[src/rtl/datapath_pkg.sv]
// Shared datapath types for the scalar load/store unit.
// LSU_SUBWORD_EN selects whether BYTE/HALF accesses are legal.
package datapath_pkg;

  typedef logic [31:0] word_t;
  typedef logic [4:0]  regbits_t;

  typedef enum logic [1:0] {
    BYTE = 2'd0,
    HALF = 2'd1,
    WORD = 2'd2
  } lsu_size_t;

  typedef enum logic [1:0] {
    IDLE = 2'd0,
    REQ  = 2'd1,
    RESP = 2'd2
  } lsu_state_t;

  // True when an access of this size cannot be issued at this byte offset.
  function automatic logic is_misaligned(lsu_size_t size, logic [1:0] lo);
    logic mis;
`ifdef LSU_SUBWORD_EN
    case (size)
      BYTE:    mis = 1'b0;
      HALF:    mis = lo[0];
      WORD:    mis = (lo != 2'b00);
      default: mis = 1'b1;  // encoding 3 is not a legal size
    endcase
`else
    mis = (size != WORD) || (lo != 2'b00);
`endif
    return mis;
  endfunction

endpackage

[src/rtl/scalar_lsu_align.sv]
// Combinational lane steering for stores and extract/extend for loads.
// With LSU_SUBWORD_EN undefined only WORD traffic exists, so data passes
// straight through and all byte lanes are enabled.
module lsu_align
  import datapath_pkg::*;
(
  input  lsu_size_t   size_i,
  input  logic        unsigned_i,
  input  logic [1:0]  addr_lo_i,
  input  logic [31:0] wdata_i,
  input  logic [31:0] rdata_i,
  output logic [31:0] store_o,
  output logic [3:0]  byten_o,
  output logic [31:0] load_o
);

`ifdef LSU_SUBWORD_EN
  logic [31:0] shifted;

  // Replicate store data across lanes and pick the byte enables.
  always_comb begin
    store_o = wdata_i;
    byten_o = 4'b1111;
    case (size_i)
      BYTE: begin
        store_o = {4{wdata_i[7:0]}};
        byten_o = 4'b0001 << addr_lo_i;
      end
      HALF: begin
        store_o = {2{wdata_i[15:0]}};
        byten_o = addr_lo_i[1] ? 4'b1100 : 4'b0011;
      end
      default: begin
        store_o = wdata_i;
        byten_o = 4'b1111;
      end
    endcase
  end

  // Move the addressed lane down to bit 0 and sign/zero extend it.
  always_comb begin
    shifted = rdata_i >> {addr_lo_i, 3'b000};
    load_o  = rdata_i;
    case (size_i)
      BYTE:    load_o = unsigned_i ? {24'h000000, shifted[7:0]}
                                   : {{24{shifted[7]}}, shifted[7:0]};
      HALF:    load_o = unsigned_i ? {16'h0000, shifted[15:0]}
                                   : {{16{shifted[15]}}, shifted[15:0]};
      default: load_o = rdata_i;
    endcase
  end
`else
  logic unused_ok;

  assign store_o   = wdata_i;
  assign byten_o   = '1;
  assign load_o    = rdata_i;
  assign unused_ok = ^{size_i, unsigned_i, addr_lo_i};
`endif

endmodule

[src/rtl/scalar_lsu.sv]
// Scalar load/store unit: takes one memory op from issue, runs the
// data-memory handshake and returns extended load data to writeback.
// Build option LSU_SUBWORD_EN enables BYTE/HALF accesses.
module scalar_lsu
  import datapath_pkg::*;
(
  input  logic        CLK,
  input  logic        nRST,
  input  logic        req_valid,
  output logic        req_ready,
  input  logic        req_we,
  input  logic [1:0]  req_size,
  input  logic        req_unsigned,
  input  logic [31:0] req_base,
  input  logic [31:0] req_imm,
  input  logic [31:0] req_wdata,
  input  logic [4:0]  req_rd,
  output logic        dmemREN,
  output logic        dmemWEN,
  output logic [31:0] dmemaddr,
  output logic [31:0] dmemstore,
  output logic [3:0]  dmembyten,
  input  logic [31:0] dmemload_in,
  input  logic        dhit,
  output logic [31:0] dmemload,
  output logic        load_ready,
  output logic [4:0]  reg_sel_load,
  output logic        misalign
);

  lsu_state_t  state_q;
  word_t       ea_q;
  logic        we_q;
  lsu_size_t   size_q;
  logic        uns_q;
  word_t       wdata_q;
  regbits_t    rd_q;
  word_t       dmemload_q;
  regbits_t    reg_sel_q;
  logic        misalign_q;

  word_t       ea_d;
  lsu_size_t   size_d;
  logic        accept;
  logic        mis_d;
  word_t       store_w;
  logic [3:0]  byten_w;
  word_t       load_w;

  assign ea_d   = req_base + req_imm;
  assign size_d = lsu_size_t'(req_size);
  assign accept = req_valid && (state_q == IDLE);
  assign mis_d  = is_misaligned(size_d, ea_d[1:0]);

  lsu_align u_align (
    .size_i     (size_q),
    .unsigned_i (uns_q),
    .addr_lo_i  (ea_q[1:0]),
    .wdata_i    (wdata_q),
    .rdata_i    (dmemload_in),
    .store_o    (store_w),
    .byten_o    (byten_w),
    .load_o     (load_w)
  );

  // Request FSM: latches the op on accept, waits for dhit, captures load data.
  always_ff @(posedge CLK or negedge nRST) begin
    if (!nRST) begin
      state_q    <= IDLE;
      ea_q       <= '0;
      we_q       <= 1'b0;
      size_q     <= BYTE;
      uns_q      <= 1'b0;
      wdata_q    <= '0;
      rd_q       <= '0;
      dmemload_q <= '0;
      reg_sel_q  <= '0;
      misalign_q <= 1'b0;
    end else begin
      misalign_q <= 1'b0;
      case (state_q)
        IDLE: begin
          if (accept) begin
            ea_q    <= ea_d;
            we_q    <= req_we;
            size_q  <= size_d;
            uns_q   <= req_unsigned;
            wdata_q <= req_wdata;
            rd_q    <= req_rd;
            if (mis_d) begin
              misalign_q <= 1'b1;
            end else begin
              state_q <= REQ;
            end
          end
        end
        REQ: begin
          if (dhit) begin
            if (we_q) begin
              state_q <= IDLE;
            end else begin
              dmemload_q <= load_w;
              reg_sel_q  <= rd_q;
              state_q    <= RESP;
            end
          end
        end
        RESP:    state_q <= IDLE;
        default: state_q <= IDLE;
      endcase
    end
  end

  assign req_ready    = (state_q == IDLE);
  assign dmemREN      = (state_q == REQ) && !we_q;
  assign dmemWEN      = (state_q == REQ) && we_q;
  assign dmemaddr     = {ea_q[31:2], 2'b00};
  assign dmemstore    = store_w;
  assign load_ready   = (state_q == RESP);
  assign dmemload     = dmemload_q;
  assign reg_sel_load = reg_sel_q;
  assign misalign     = misalign_q;

`ifdef LSU_SUBWORD_EN
  assign dmembyten = (state_q == REQ) ? byten_w : '0;
`else
  assign dmembyten = byten_w;
`endif

endmodule

[config.mk]
export PLATFORM = sky130hd
export DESIGN_NAME = scalar_lsu
export DESIGN_NICKNAME = d
export VERILOG_FILES = /design/src/rtl/datapath_pkg.sv /design/src/rtl/scalar_lsu_align.sv /design/src/rtl/scalar_lsu.sv
export SDC_FILE = /design/constraint.sdc
export NUM_CORES = 1
export LEC_CHECK = 0
export BUFFER_PORTS_ARGS = -buffer_cell sky130_fd_sc_hd__clkbuf_2
export CAP_MARGIN = 20
export CORE_ASPECT_RATIO = 0.8
export CORE_UTILIZATION = 40
export CTS_BUF_LIST = sky130_fd_sc_hd__clkbuf_8
export CTS_CLUSTER_SIZE = 30
export DETAILED_ROUTE_END_ITERATION = 8
export MAX_ROUTING_LAYER = met4
export PLACE_DENSITY_LB_ADDON = 0.05
export SYNTH_ARGS = -nofsm -noshare
export SYNTH_HDL_FRONTEND = slang
export SYNTH_SLANG_ARGS = --single-unit
[constraint.sdc]
create_clock -name CLK -period 1.9 [get_ports CLK]
set_clock_uncertainty 0.1 [all_clocks]
set_input_delay 0.19 -clock CLK [delete_from_list [all_inputs] [get_ports CLK]]
set_output_delay 0.19 -clock CLK [all_outputs]
set_load 0.02 [all_outputs]
# --- Word level (Yosys, flattened, before mapping) ---
# Cells that the tools add are included.
op_classes:
  add_sub_neg: 1
  n_eq_ne: 6
  n_mux: 8
  bitwise: 1
  n_reduce_logical: 10
op_table:
  columns: ["op", "count"]
  rows:
  - ["32-bit adder", 1]
  - ["2-bit two-way mux", 4]
  - ["2-bit inequality test, second input constant", 3]
  - ["3-bit AND reduction", 2]
  - ["2-bit one-hot mux with 2 select lines", 1]
  - ["1-bit logical AND", 3]
  - ["1-bit two-way mux", 3]
  - ["2-bit by 1-bit == test with 1-bit output, second input constant", 1]
  - ["2-bit == test, second input constant", 1]
  - ["2-bit zero test", 1]
  - ["2-bit by 1-bit inequality test with 1-bit output, second input constant", 1]
  - ["2-bit AND reduction", 1]
  - ["2-bit nonzero test", 1]
  - ["1-bit zero test", 1]
  - ["1-bit logical OR", 1]
  - ["1-bit inverter", 1]
totals:
  ff_bits: 110
  inputBits: 141
  out_inout_bits: 110
  word_cells: 34

# --- Logic depth before layout (Yosys ltp) ---
# Gate-level depths: netlist of the first run.
logic_depth:
  depth_word: 6
  ltp_mapped: 9
  mapped_depth_nobuf: 9

# --- Hierarchy ---
# From an unflattened synthesis of the first run, not the netlist that was laid out.
hier_totals:
  hier_cells: 723
  area_unflattened_um2: 6681.4
modules_own_cells:
  columns: ["mod", "instances", "cells_each", "area_each_um2"]
  rows:
  - ["scalar_lsu", 1, 654, 6167.2]
  - ["lsu_align", 1, 69, 514.2]

# --- Worst setup path before layout of the first run ---
# OpenSTA, ideal clock, no wires.
synth_timing:
  path_type: "register -> register"
  start: "reg state_q[1]"
  end: "reg dmemload_q[12], in the netlist dmemload[12]"
  setup_time_ns: 0.125
  arrival_time_ns: 2.258
  path_slack_ns: -0.582
  stages_incl_launch_ff: 6
  synth_period_minus_slack_ns: 2.482
  cell_sequence: "dfrtp_1 -> nor3b_1 -> and2_1 -> clkbuf_1 -> clkbuf_1 -> mux2_2"
synth_via:
  elab_chain_cells: 2
synth_rtl:
  columns: ["item", "line", "rtl"]
  rows:
  - ["from (decl)", "scalar_lsu.sv:31", "lsu_state_t state_q;"]
  - ["from (signal assigned)", "scalar_lsu.sv:69", "state_q <= IDLE;"]
  - ["from (signal assigned)", "scalar_lsu.sv:93", "state_q <= REQ;"]
  - ["from (signal assigned)", "scalar_lsu.sv:100", "state_q <= IDLE;"]
  - ["2-bit by 1-bit == test with 1-bit output", "scalar_lsu.sv:81", "case (state_q)"]
  - ["3-bit AND reduction (no source line)", null, null]
  - ["to (signal assigned)", "scalar_lsu.sv:102", "dmemload_q <= load_w;"]
  - ["to (decl)", "scalar_lsu.sv:38", "word_t dmemload_q;"]
# Every way passes these cells.
# A chain may end at the register's enable or synchronous reset.

# --- Worst setup path in the final report of the first run ---
layout_timing:
  start: "in req_imm[0]"
  end: "reg ea_q[28]"
layout_via:
  elab_chain_cells: 1
layout_rtl:
  columns: ["item", "line", "rtl"]
  rows:
  - ["from (decl)", "scalar_lsu.sv:15", "input logic [31:0] req_imm,"]
  - ["32-bit adder", "scalar_lsu.sv:50", "assign ea_d = req_base + req_imm;"]
  - ["to (signal assigned)", "scalar_lsu.sv:70", "ea_q <= '0;"]
  - ["to (signal assigned)", "scalar_lsu.sv:84", "ea_q <= ea_d;"]
  - ["to (decl)", "scalar_lsu.sv:32", "word_t ea_q;"]
# Every way passes these cells.

==> results of run 1 <==
==> metrics by stage <==
| step | worst slack (ns) | cell area, um^2 | total power, W |
|---|---|---|---|
| global route | -0.232 | 9680 | 0.00850 |
| finish | -0.186 | 9680 | 0.00803 |
| floorplan | -0.292 | 6070 | 0.00496 |
| CTS | -0.172 | 9280 | 0.00790 |
| global placement | -0.604 | 8240 | 0.00626 |
| detailed placement | -0.688 | 8240 | 0.00633 |
==> tightest hold or removal path, stage by stage <==
cell and delay [ns]:
clkbuf_2 0.12, nand2_1 0.06, mux2_2 0.13, nor2_1 0.04
==> cell usage after synthesis (all sizes together) (11+ instances only) <==
master / count
o21ai: 34
a21oi: 34
xor2: 11
clkbuf: 18
ha: 31
nand2: 164
nor2: 24
inv: 11
mux2: 39
dfrtp: 108
a21o: 14
xnor2: 11
buf: 12
==> how the worst max path moves through the flow <==
| stage | start | end | slack (ns) | cells past startpoint |
|---|---|---|---|---|
| finish | req_imm[0] | ea_q[28] | -0.19 | 10 |
| CTS | req_base[1] | ea_q[29] | -0.17 | 9 |
| floorplan | req_base[1] | ea_q[29] | -0.29 | 8 |
| global route | req_imm[0] | ea_q[26] | -0.23 | 11 |
| global placement | req_imm[0] | ea_q[28] | -0.60 | 10 |
| detailed placement | req_imm[0] | ea_q[28] | -0.69 | 10 |
==> sequential cells by signal (all words and copies together) (netlist names) <==
signal / count
dmemload: 32
rd_q: 5
reg_sel_load: 5
ea_q: 30
misalign: 1
state_q: 2
wdata_q: 32
we_q: 1
==> cell families (layout without fill, tap and decap cells) <==
logic type / count (synthesis) / count (layout) / synth area share
AO/OA/AOI/OAI: 123 / 123 / 0.141
multiplexers: 40 / 40 / 0.0770
other: 2 / 6 / 0.00129
XOR/XNOR: 22 / 22 / 0.0330
adder cells (fa/ha/maj): 32 / 32 / 0.0699
AND/OR/NAND/NOR: 244 / 244 / 0.184
buffers and inverters: 41 / 471 / 0.0309
flip-flops: 108 / 108 / 0.463
==> final cells by class <==
cell class	count	area share
clock buffer	10	0.0142
clock inverter	6	0.00504
inverter	11	0.00427
multi-input combinational	467	0.363
sequential	108	0.279
tap	184	0.0238
timing repair buffer	444	0.311
==> metal layers <==
layer	vias up	wire, um	global-route usage
li1	2973	-	-
met1	2863	8500	0.318
met2	196	9070	0.416
met3	19	1030	0.0476
met4	0	210	0.0636
met5	-	0	-
==> where the power goes <==
group	total (W)	switching [W]	internal, W
logic	0.00346	0.00191	0.00155
registers	0.00317	0.000320	0.00285
clock network	0.00140	0.000873	0.000528
==> repair_timing <==
item / in CTS / in global routing
endpoints found under the hold margin: 100 / 0
buffers inserted: 6 / 11
setup endpoints to repair: 10 / 23
pin swaps: 8 / 17
resized for setup: 17 / 61
hold buffers: 72 / 0
==> run metrics, run 1 <==
Async SR Flop Fraction 1.00; min Tclk post-route 2.09 ns; status complete, but fails checks; Post-Place Cells between 1000 and 1500; routability cong. 0.886; layout cells sized above 1 0.477; CP Launch Type primary input; VDD IR-drop max between 700 and 800 uV; IO Port Bufs 243; worst r2r src state_q[1]; first-pass GRT wire length around 28000 um; min-delay src req_valid; post-layout util 0.679; RSZ-0062 raised after global routing yes; reg-to-reg critical path endpoint dmemload[10]; hold endpoint state_q[0]; clk sinks around 110; Die W about 140 um; Crit path max-delay family compound AO/OA/AOI/OAI gates; R2R depth 5; leakage around 5.0 nW; Final Setup Violations 9; critical path's largest stage delay between 0.4 and 0.5 ns; Syn Inst Count about 610; Routed WL per cell ~15 um; initial core utilization 0.409; Final Hold Vio Count 0; DR pass1 iterations 5; max-slew violations 0; grt ovf 0; DRC 0; HP Class in -> reg; vias in the first global route 5950; Total Routing Usage GR 0.251; Setup WS post-layout -0.186 ns; non-filler instance count after layout approximately 1200; Die H roughly 110 um; reg-to-reg slack, setup ~0.17 ns; pwr dens 830 nW/um^2; Netlist cell types 60; hold slack 0.0933 ns; I/O pin count ~250; vias per std cell around 4.9; Multi-input gate area between 3000 and 4000 um^2; sequential cell area between 2000 and 3000 um^2; row count 39; worst path bufs/invs 1; max cap viols 0; Worst Setup End Kind flip-flop; Worst Path Required 2.12 ns; largest net degree at the start of global routing 57; top-area cell type share of the netlist area 0.463; Synth Flop Type dfrtp_1; Syn Area/Cell roughly 9.5 um^2; CP cell instances buf_8 -> ha_4 -> fa_2 -> a21oi_4 -> o22ai_2 -> o2111a_2 -> o2111ai_4 -> a21oi_2 -> or4_1 -> nand3_1; clk slew on worst S/H paths around 0.11 ns; CTS tree done; YS warnings 0; violated checks setup timing; achievable frequency 479 MHz; via count a little over 6000; DRT Wirelength about 19000 um; final worst-path cycle share 1.10; Post-Syn Area 5830 um^2; Fillers ~1100; cell taking the most area after synthesis dfrtp_1; CTS Buf Count 9; CTS H-tree lvls 3; Area Overhead vs Synth 66.0%; Worst EP arrival roughly 2.3 ns; Die ar. ~15000 um^2; Hold Crit Depth 4; most frequent cells in the layout 238 x clkbuf_2, 163 x nand2_1, 122 x buf_4; Core ar. around 14000 um^2; ANT nets after route 0; slowest cell on the critical path or4_1; dpl hpwl 13800 um; CP Class in -> reg; antenna violations before repair 0; commonest non-fill, non-tap cell in the layout clkbuf_2; Root Driver clkbuf_8; Worst Path Max Fanout 2; Clk Latency, worst-skew pair roughly 0.37 ns; Final #Nets 1214; ANT cells 0; clock tree buffer depth 2; drt initial violations 400; Synth area leaders dfrtp_1 46%, nand2_1 11%, mux2_2 7.5%; Seq cells post-synth ~110; Post-synth EDFFs 0; register area share after synthesis 0.463; setup TNS -1.28 ns
(Power assumes the default switching activity.)
==> run 2, diff against run 1 <==
==> constraint.sdc (replaced) <==
create_clock -name CLK -period 1.9 [get_ports CLK]
set_clock_uncertainty 0.1 [all_clocks]
set_input_delay 0.095 -clock CLK [delete_from_list [all_inputs] [get_ports CLK]]
set_output_delay 0.095 -clock CLK [all_outputs]
set_load 0.02 [all_outputs]
==> run 2 against run 1 <==
Net effect: the flow still finishes with violations (setup timing); clock power decreased by 4%; die area unchanged; via count fell by 0.89%; routed wire length down 2.7%; final cell count shrank 1.2%; register-to-register slack lost 0.08 ns; setup slack better by 0.11 ns; sequential share of layout area increased by 1.2 points; sequential power is essentially flat; critical path type unchanged; largest power group unchanged.
==> run metrics, run 2 (same netlist as run 1, synthesis figures left out) <==
status complete, but fails checks (unchanged); violated checks setup timing (unchanged); row count 39 (unchanged); Worst EP arrival 2.20 ns (was 2.31 ns); clk sinks 108 (unchanged); CTS Buf Count 9 (unchanged); max-slew violations 0 (unchanged); post-layout util 0.652 (was 0.679); clock tree buffer depth 2 (unchanged); CTS tree done (unchanged); Gate power share 0.422 (was 0.431); Finished Cell Area 9290 um^2 (was 9680 um^2); grt ovf 0 (unchanged); Final Setup Violations 3 (was 9); setup TNS -0.145 ns (was -1.28 ns); Die ar. 15100 um^2 (unchanged); first-pass GRT wire length 28000 um (was 28300 um); via count 5997 (was 6051); Max-slew headroom 0.634; min Tclk post-route 1.97 ns (was 2.09 ns); CP cell instances buf_4 -> ha_4 -> a21oi_2 -> nand4b_1 -> a2111oi_4 -> a311oi_4 -> o311a_4 -> or4_1 -> nand3_1 (was buf_8 -> ha_4 -> fa_2 -> a21oi_4 -> o22ai_2 -> o2111a_2 -> o2111ai_4 -> a21oi_2 -> or4_1 -> nand3_1); I/O pin count 251 (unchanged); Total Routing Usage GR 0.249 (was 0.251); Worst Path Max Fanout 3 (was 2); critical path's largest stage delay 0.43 ns (was 0.48 ns); Slew @ Worst Pin roughly 0.55 ns; Die H 110 um (unchanged); Clock Power Share 0.173 (was 0.175); initial core utilization 0.409 (unchanged); VDD IR-drop max 705 uV (was 721 uV); CTS H-tree lvls 3 (unchanged); DRT Wirelength 18300 um (was 18800 um); DRC 0 (unchanged); Worst Setup End Kind flip-flop (unchanged); Final #Nets 1199 (was 1214); RSZ-0062 raised after global routing yes (unchanged); leakage 4.81 nW (was 4.95 nW); Fillers 1191 (was 1140); DR pass1 iterations 5 (unchanged); Clk Latency, worst-skew pair 0.39 ns (was 0.37 ns); P_int 0.00480 W (was 0.00492 W); HP Class in -> reg (unchanged); max cap viols 0 (unchanged); pwr dens 842 nW/um^2 (was 830 nW/um^2); Final Hold Vio Count 0 (unchanged); slowest cell on the critical path a2111oi_4 (was or4_1); achievable frequency 507 MHz (was 479 MHz); dpl hpwl 13700 um (was 13800 um); ANT nets after route 0 (unchanged); CP Launch Type primary input (unchanged); commonest non-fill, non-tap cell in the layout clkbuf_2 (unchanged); Routed WL per cell 15.1 um (was 15.3 um); drt initial violations 370 (was 400); non-filler instance count after layout 1215 (was 1230); CP Class in -> reg (unchanged); switching portion of total power 0.387 (about the same); hold slack 0.0570 ns (was 0.0933 ns); placed cell area 8230 um^2 (was 8240 um^2); final worst-path cycle share 1.04 (was 1.10); routability cong. 0.927 (was 0.886); Reg power frac 0.405 (was 0.395); Post-Place Cells 1123 (was 1125); antenna violations before repair 0 (unchanged); vias per std cell 4.94 (was 4.92); largest net degree at the start of global routing 53 (was 57); Setup WS post-layout -0.0733 ns (was -0.186 ns); ANT cells 0 (unchanged); Core ar. 14200 um^2 (unchanged); most frequent cells in the layout 240 x clkbuf_2, 163 x nand2_1, 110 x buf_4 (was 238 x clkbuf_2, 163 x nand2_1, 122 x buf_4); Die W 137 um (unchanged); vias in the first global route 5789 (was 5950); Root Driver clkbuf_8 (unchanged); layout cells sized above 1 0.444 (was 0.477); Net Sw Power 0.00302 W (was 0.00311 W); Worst Path Required 2.13 ns (was 2.12 ns); Area Overhead vs Synth 59.3% (was 66.0%); IO Port Bufs 243 (unchanged); clk slew on worst S/H paths 0.10 ns (was 0.11 ns)
## run 2: worst paths after layout
check                                 start  slack [ns]            to  depth (start not counted)
worst max-delay path             req_imm[1]       -0.07      ea_q[29]                          9
max in group asynchronous              nRST        0.99    state_q[1]                          3
worst min register to register      rd_q[1]        0.38       rd_q[1]                          2
min in group asynchronous              nRST        0.12  dmemload[14]                          2
worst min-delay path            req_size[1]        0.06      misalign                          4
worst max register to register   state_q[1]        0.09      ea_q[31]                          6
## run 2: area by class of cell
cell class                      instances  area (um^2)  area share
Sequential cell                       108         2700       0.291
Multi-Input combinational cell        467         3280       0.353
Tap cell                              184          230      0.0248
Timing Repair Buffer                  429         2860       0.308
Clock inverter                          7         57.6     0.00619
Inverter                               11         41.3     0.00444
Clock buffer                            9          124      0.0133
## run 2: power groups by stage
| stage | Sequential (W) | Combinational (W) | Clock, W |
|---|---|---|---|
| after floorplan | 0.00385 | 0.00111 | 0 |
| after global placement | 0.00318 | 0.00307 | 0 |
| after detailed placement | 0.00321 | 0.00311 | 0 |
| after CTS | 0.00317 | 0.00324 | 0.00141 |
| after global routing | 0.00324 | 0.00360 | 0.00150 |
| final | 0.00317 | 0.00330 | 0.00135 |
## run 2: layer usage
layer,share of wire,vias up,global-route usage
met5,0,-,-
met4,0.019,0,0.0801
met3,0.052,23,0.0498
met2,0.46,192,0.381
met1,0.47,2832,0.333
li1,-,2950,-
## run 2: through the flow
stage	power, W	setup slack (ns)
after floorplan	0.00496	-0.198
after global placement	0.00625	-0.508
after detailed placement	0.00632	-0.574
after CTS	0.00782	-0.0661
after global routing	0.00834	-0.136
final	0.00782	-0.0733
## run 2: what timing repair did
item                                    4_1_cts  5_1_grt
hold buffers                                 74        0
setup buffers                                 0        2
hold endpoints to repair                    162        0
resized for setup                             2       24
endpoints found under the setup margin        3       45
pin swaps                                     0        5
## run 2: worst max-delay path: cells and delay by family
kind	cells	cell delay, ns
buffers and inverters	1	0.13
adder cells (fa/ha/maj)	1	0.27
AO/OA/AOI/OAI	4	0.94
AND/OR/NAND/NOR	3	0.77
==> run 3, diff against run 2 <==
--- a/config.mk
+++ b/config.mk
@@ -5,9 +5,11 @@
 export SDC_FILE = /design/constraint.sdc
 export NUM_CORES = 1
 export LEC_CHECK = 0
+export ABC_AREA = 1
 export BUFFER_PORTS_ARGS = -buffer_cell sky130_fd_sc_hd__clkbuf_2
 export CAP_MARGIN = 20
 export CORE_ASPECT_RATIO = 0.8
+export CORE_MARGIN = 2
 export CORE_UTILIZATION = 40
 export CTS_BUF_LIST = sky130_fd_sc_hd__clkbuf_8
 export CTS_CLUSTER_SIZE = 30
==> constraint.sdc (replaced) <==
create_clock -name CLK -period 1.7 [get_ports CLK]
set_clock_uncertainty 0.1 [all_clocks]
set_input_delay 0.085 -clock CLK [delete_from_list [all_inputs] [get_ports CLK]]
set_output_delay 0.085 -clock CLK [all_outputs]
set_load 0.02 [all_outputs]
==> run 3 against run 2 <==
Net effect: setup slack gained 0.27 ns; via count grew 13%; largest cell class unchanged; sequential cell count is the same; non-clock buffer count shrank 66; final cell count grew 24%; sequential power grew 12%; the run now ends clean; design area shrank 0.48%; combinational power grew 7.0%; critical path depth shrank 1; synthesized cell count grew 53%; clock-buffer cell count grew 1; highest routed layer unchanged.
==> run metrics, run 3 <==
vias per std cell 4.50 (was 4.94); achievable frequency around 660 MHz; Netlist cell types 36 (was 60); Hold Crit Depth 5 (was 4); final worst-path cycle share 0.886; Fillers 1571 (was 1191); Area Overhead vs Synth 41.3% (was 59.3%); DRT Wirelength 19100 um (was 18300 um); Slew @ Worst Pin 0.545 ns (was 0.549 ns); clk slew on worst S/H paths 0.10 ns (about the same); Die W 147 um (was 137 um); Core ar. 15900 um^2 (was 14200 um^2); synth cell count leaders 446 x nand2_1, 109 x inv_1, 108 x dfrtp_1 (was 164 x nand2_1, 108 x dfrtp_1, 39 x mux2_2); IO Port Bufs 243 (unchanged); reg-to-reg critical path endpoint wdata_q[23] (was ea_q[31]); Max-slew headroom 0.637 (was 0.634); first-pass GRT wire length 30900 um (was 28000 um); leakage 5.45 nW (was 4.81 nW); min Tclk post-route ~1.5 ns; Die H 118 um (was 110 um); sequential cell area 2700 um^2 (unchanged); CP Launch Type primary input (unchanged); max cap viols 0 (unchanged); Clk Latency, worst-skew pair 0.37 ns (was 0.39 ns); Worst Setup End Kind flip-flop (unchanged); CTS H-tree lvls 3 (unchanged); DR pass1 iterations 5 (unchanged); HP Class in -> reg (unchanged); CTS Buf Count 9 (unchanged); pwr dens 925 nW/um^2 (was 842 nW/um^2); YS warnings 0 (unchanged); via count 6780 (was 5997); initial core utilization 0.412 (was 0.409); CP Class in -> reg (unchanged); clock tree buffer depth 2 (unchanged); Post-synth EDFFs 0 (unchanged); status complete, no violations (was complete, but fails checks); Die ar. 17400 um^2 (was 15100 um^2); Post-Place Cells 1415 (was 1123); RSZ-0062 raised after global routing no (was yes); vias in the first global route 6319 (was 5789); Post-Syn Area 6550 um^2 (was 5830 um^2); hold endpoint ea_q[29] (was misalign); commonest non-fill, non-tap cell in the layout nand2_1 (was clkbuf_2); reg-to-reg slack, setup 0.30 ns (was 0.09 ns); min-delay src req_imm[29] (was req_size[1]); Multi-input gate area 3260 um^2 (was 3280 um^2); Final Hold Vio Count 0 (unchanged); ANT nets after route 0 (unchanged); antenna violations before repair 0 (unchanged); Seq cells post-synth 108 (unchanged); grt ovf 0 (unchanged); dpl hpwl 14500 um (was 13700 um); worst r2r src state_q[1] (unchanged); Synth area leaders dfrtp_1 41%, nand2_1 26%, inv_1 6.3% (was dfrtp_1 46%, nand2_1 11%, mux2_2 7.5%); clk sinks 108 (unchanged); VDD IR-drop max 488 uV (was 705 uV); most frequent cells in the layout 445 x nand2_1, 242 x clkbuf_2, 109 x inv_1 (was 240 x clkbuf_2, 163 x nand2_1, 110 x buf_4); Total Routing Usage GR 0.226 (was 0.249); Synth Flop Type dfrtp_1 (unchanged); Post-CTS Setup Repair Bufs 0 (unchanged); Syn Inst Count 937 (was 612); max-slew violations 0 (unchanged); Final Setup Violations 0 (was 3); Root Driver clkbuf_8 (unchanged); row count 41 (was 39); top-area cell type share of the netlist area 0.413 (was 0.463); R2R depth 5 (was 6); Final #Nets 1460 (was 1199); most frequent cell after synthesis nand2_1 (unchanged); largest net degree at the start of global routing 78 (was 53); I/O pin count 251 (unchanged); CTS tree done (unchanged); Worst EP arrival 1.72 ns (was 2.20 ns); Worst Path Required 1.91 ns (was 2.13 ns); Worst Path Max Fanout 2 (was 3); setup TNS 0 ns (was -0.145 ns); DRC 0 (unchanged); hold slack 0.0706 ns (was 0.0570 ns); Routed WL per cell 12.7 um (was 15.1 um); register area share after synthesis 0.413 (was 0.463); non-filler instance count after layout 1508 (was 1215); layout cells sized above 1 0.279 (was 0.444); Async SR Flop Fraction 1.00 (unchanged); cell taking the most area after synthesis dfrtp_1 (unchanged); Syn Area/Cell 6.99 um^2 (was 9.53 um^2); routability cong. 0.910 (was 0.927); drt initial violations 406 (was 370)
==> run 3: changes by cell type after synthesis, sizes merged, moves of 5 or more <==
cell    delta
clkbuf     -8
nand3     +38
a21o      -13
mux2      -39
and3       -5
inv      +107
a21oi     -12
o21ai      -7
xor2      -10
nand2    +306
nor3b      -5
nor2      +24
buf        +6
==> run 3: layer usage <==
metal,global-route usage,vias up,part of all wire
met3,0.0459,14,0.063
li1,-,3533,-
met2,0.356,218,0.45
met4,0.0355,0,0.0083
met1,0.310,3015,0.48
met5,-,-,0
==> run 3: critical path, cell delays in order <==
cell,delay (ns)
dlygate4sd3_1,0.54
clkbuf_2,0.11
xnor2_1,0.17
dlygate4sd3_1,0.58
inv_1,0.05
nand2_1,0.06
nand3_1,0.06
nand2_1,0.07
==> run 3: worst max path at each step <==
stage / slack (ns) / endpoint / startpoint
after CTS: 0.10 / ea_q[3] / state_q[0]
after global placement: -0.08 / ea_q[28] / req_base[0]
after global routing: 0.13 / ea_q[20] / req_base[0]
after floorplan: 0.05 / ea_q[28] / req_base[0]
final: 0.19 / ea_q[31] / req_imm[31]
after detailed placement: -0.10 / ea_q[28] / req_base[0]
==> run 3: final cells by class <==
| class | instances | share of cell area |
|---|---|---|
| repair buffers | 363 | 0.257 |
| diodes | 1 | 0.000271 |
| multi-input cells | 684 | 0.352 |
| well taps | 215 | 0.0291 |
| inverters | 121 | 0.0491 |
| flip-flops and latches | 108 | 0.292 |
| clock inverters | 6 | 0.00514 |
| clock buffers | 10 | 0.0149 |
==> run 3: where the power goes <==
group          leakage [nW]  switching [W]  internal [W]
Combinational          4.02        0.00221       0.00132
Sequential             1.35       0.000360       0.00318
Clock                0.0868       0.000900      0.000586
Total                  5.45        0.00347       0.00509
==> run 3: cell families after synthesis <==
| logic type | count (synthesis) | synth area share |
|---|---|---|
| buffers and inverters | 149 | 0.0921 |
| adders and majority gates | 32 | 0.0623 |
| AOI/OAI and AO/OA | 54 | 0.0449 |
| DFF | 108 | 0.413 |
| other | 2 | 0.00115 |
| xor gates and xnor gates | 15 | 0.0201 |
| and+or+nand+nor | 577 | 0.367 |
==> run 3: per-stage QoR <==
stage	cell area [um^2]	worst slack, ns	utilization	power, W
after floorplan	6560	0.0481	-	0.00559
after global placement	8300	-0.0800	0.522	0.00695
after detailed placement	8300	-0.102	0.522	0.00699
after CTS	9240	0.101	0.581	0.00863
after global routing	9250	0.132	0.581	0.00918
final	9250	0.194	0.582	0.00856
==> run 3: timing repair <==
item / CTS / global route
endpoints found under the hold margin: 182 / 0
hold buffers: 76 / 0
endpoints found under the setup margin: 0 / 19
gates resized for setup: 0 / 1
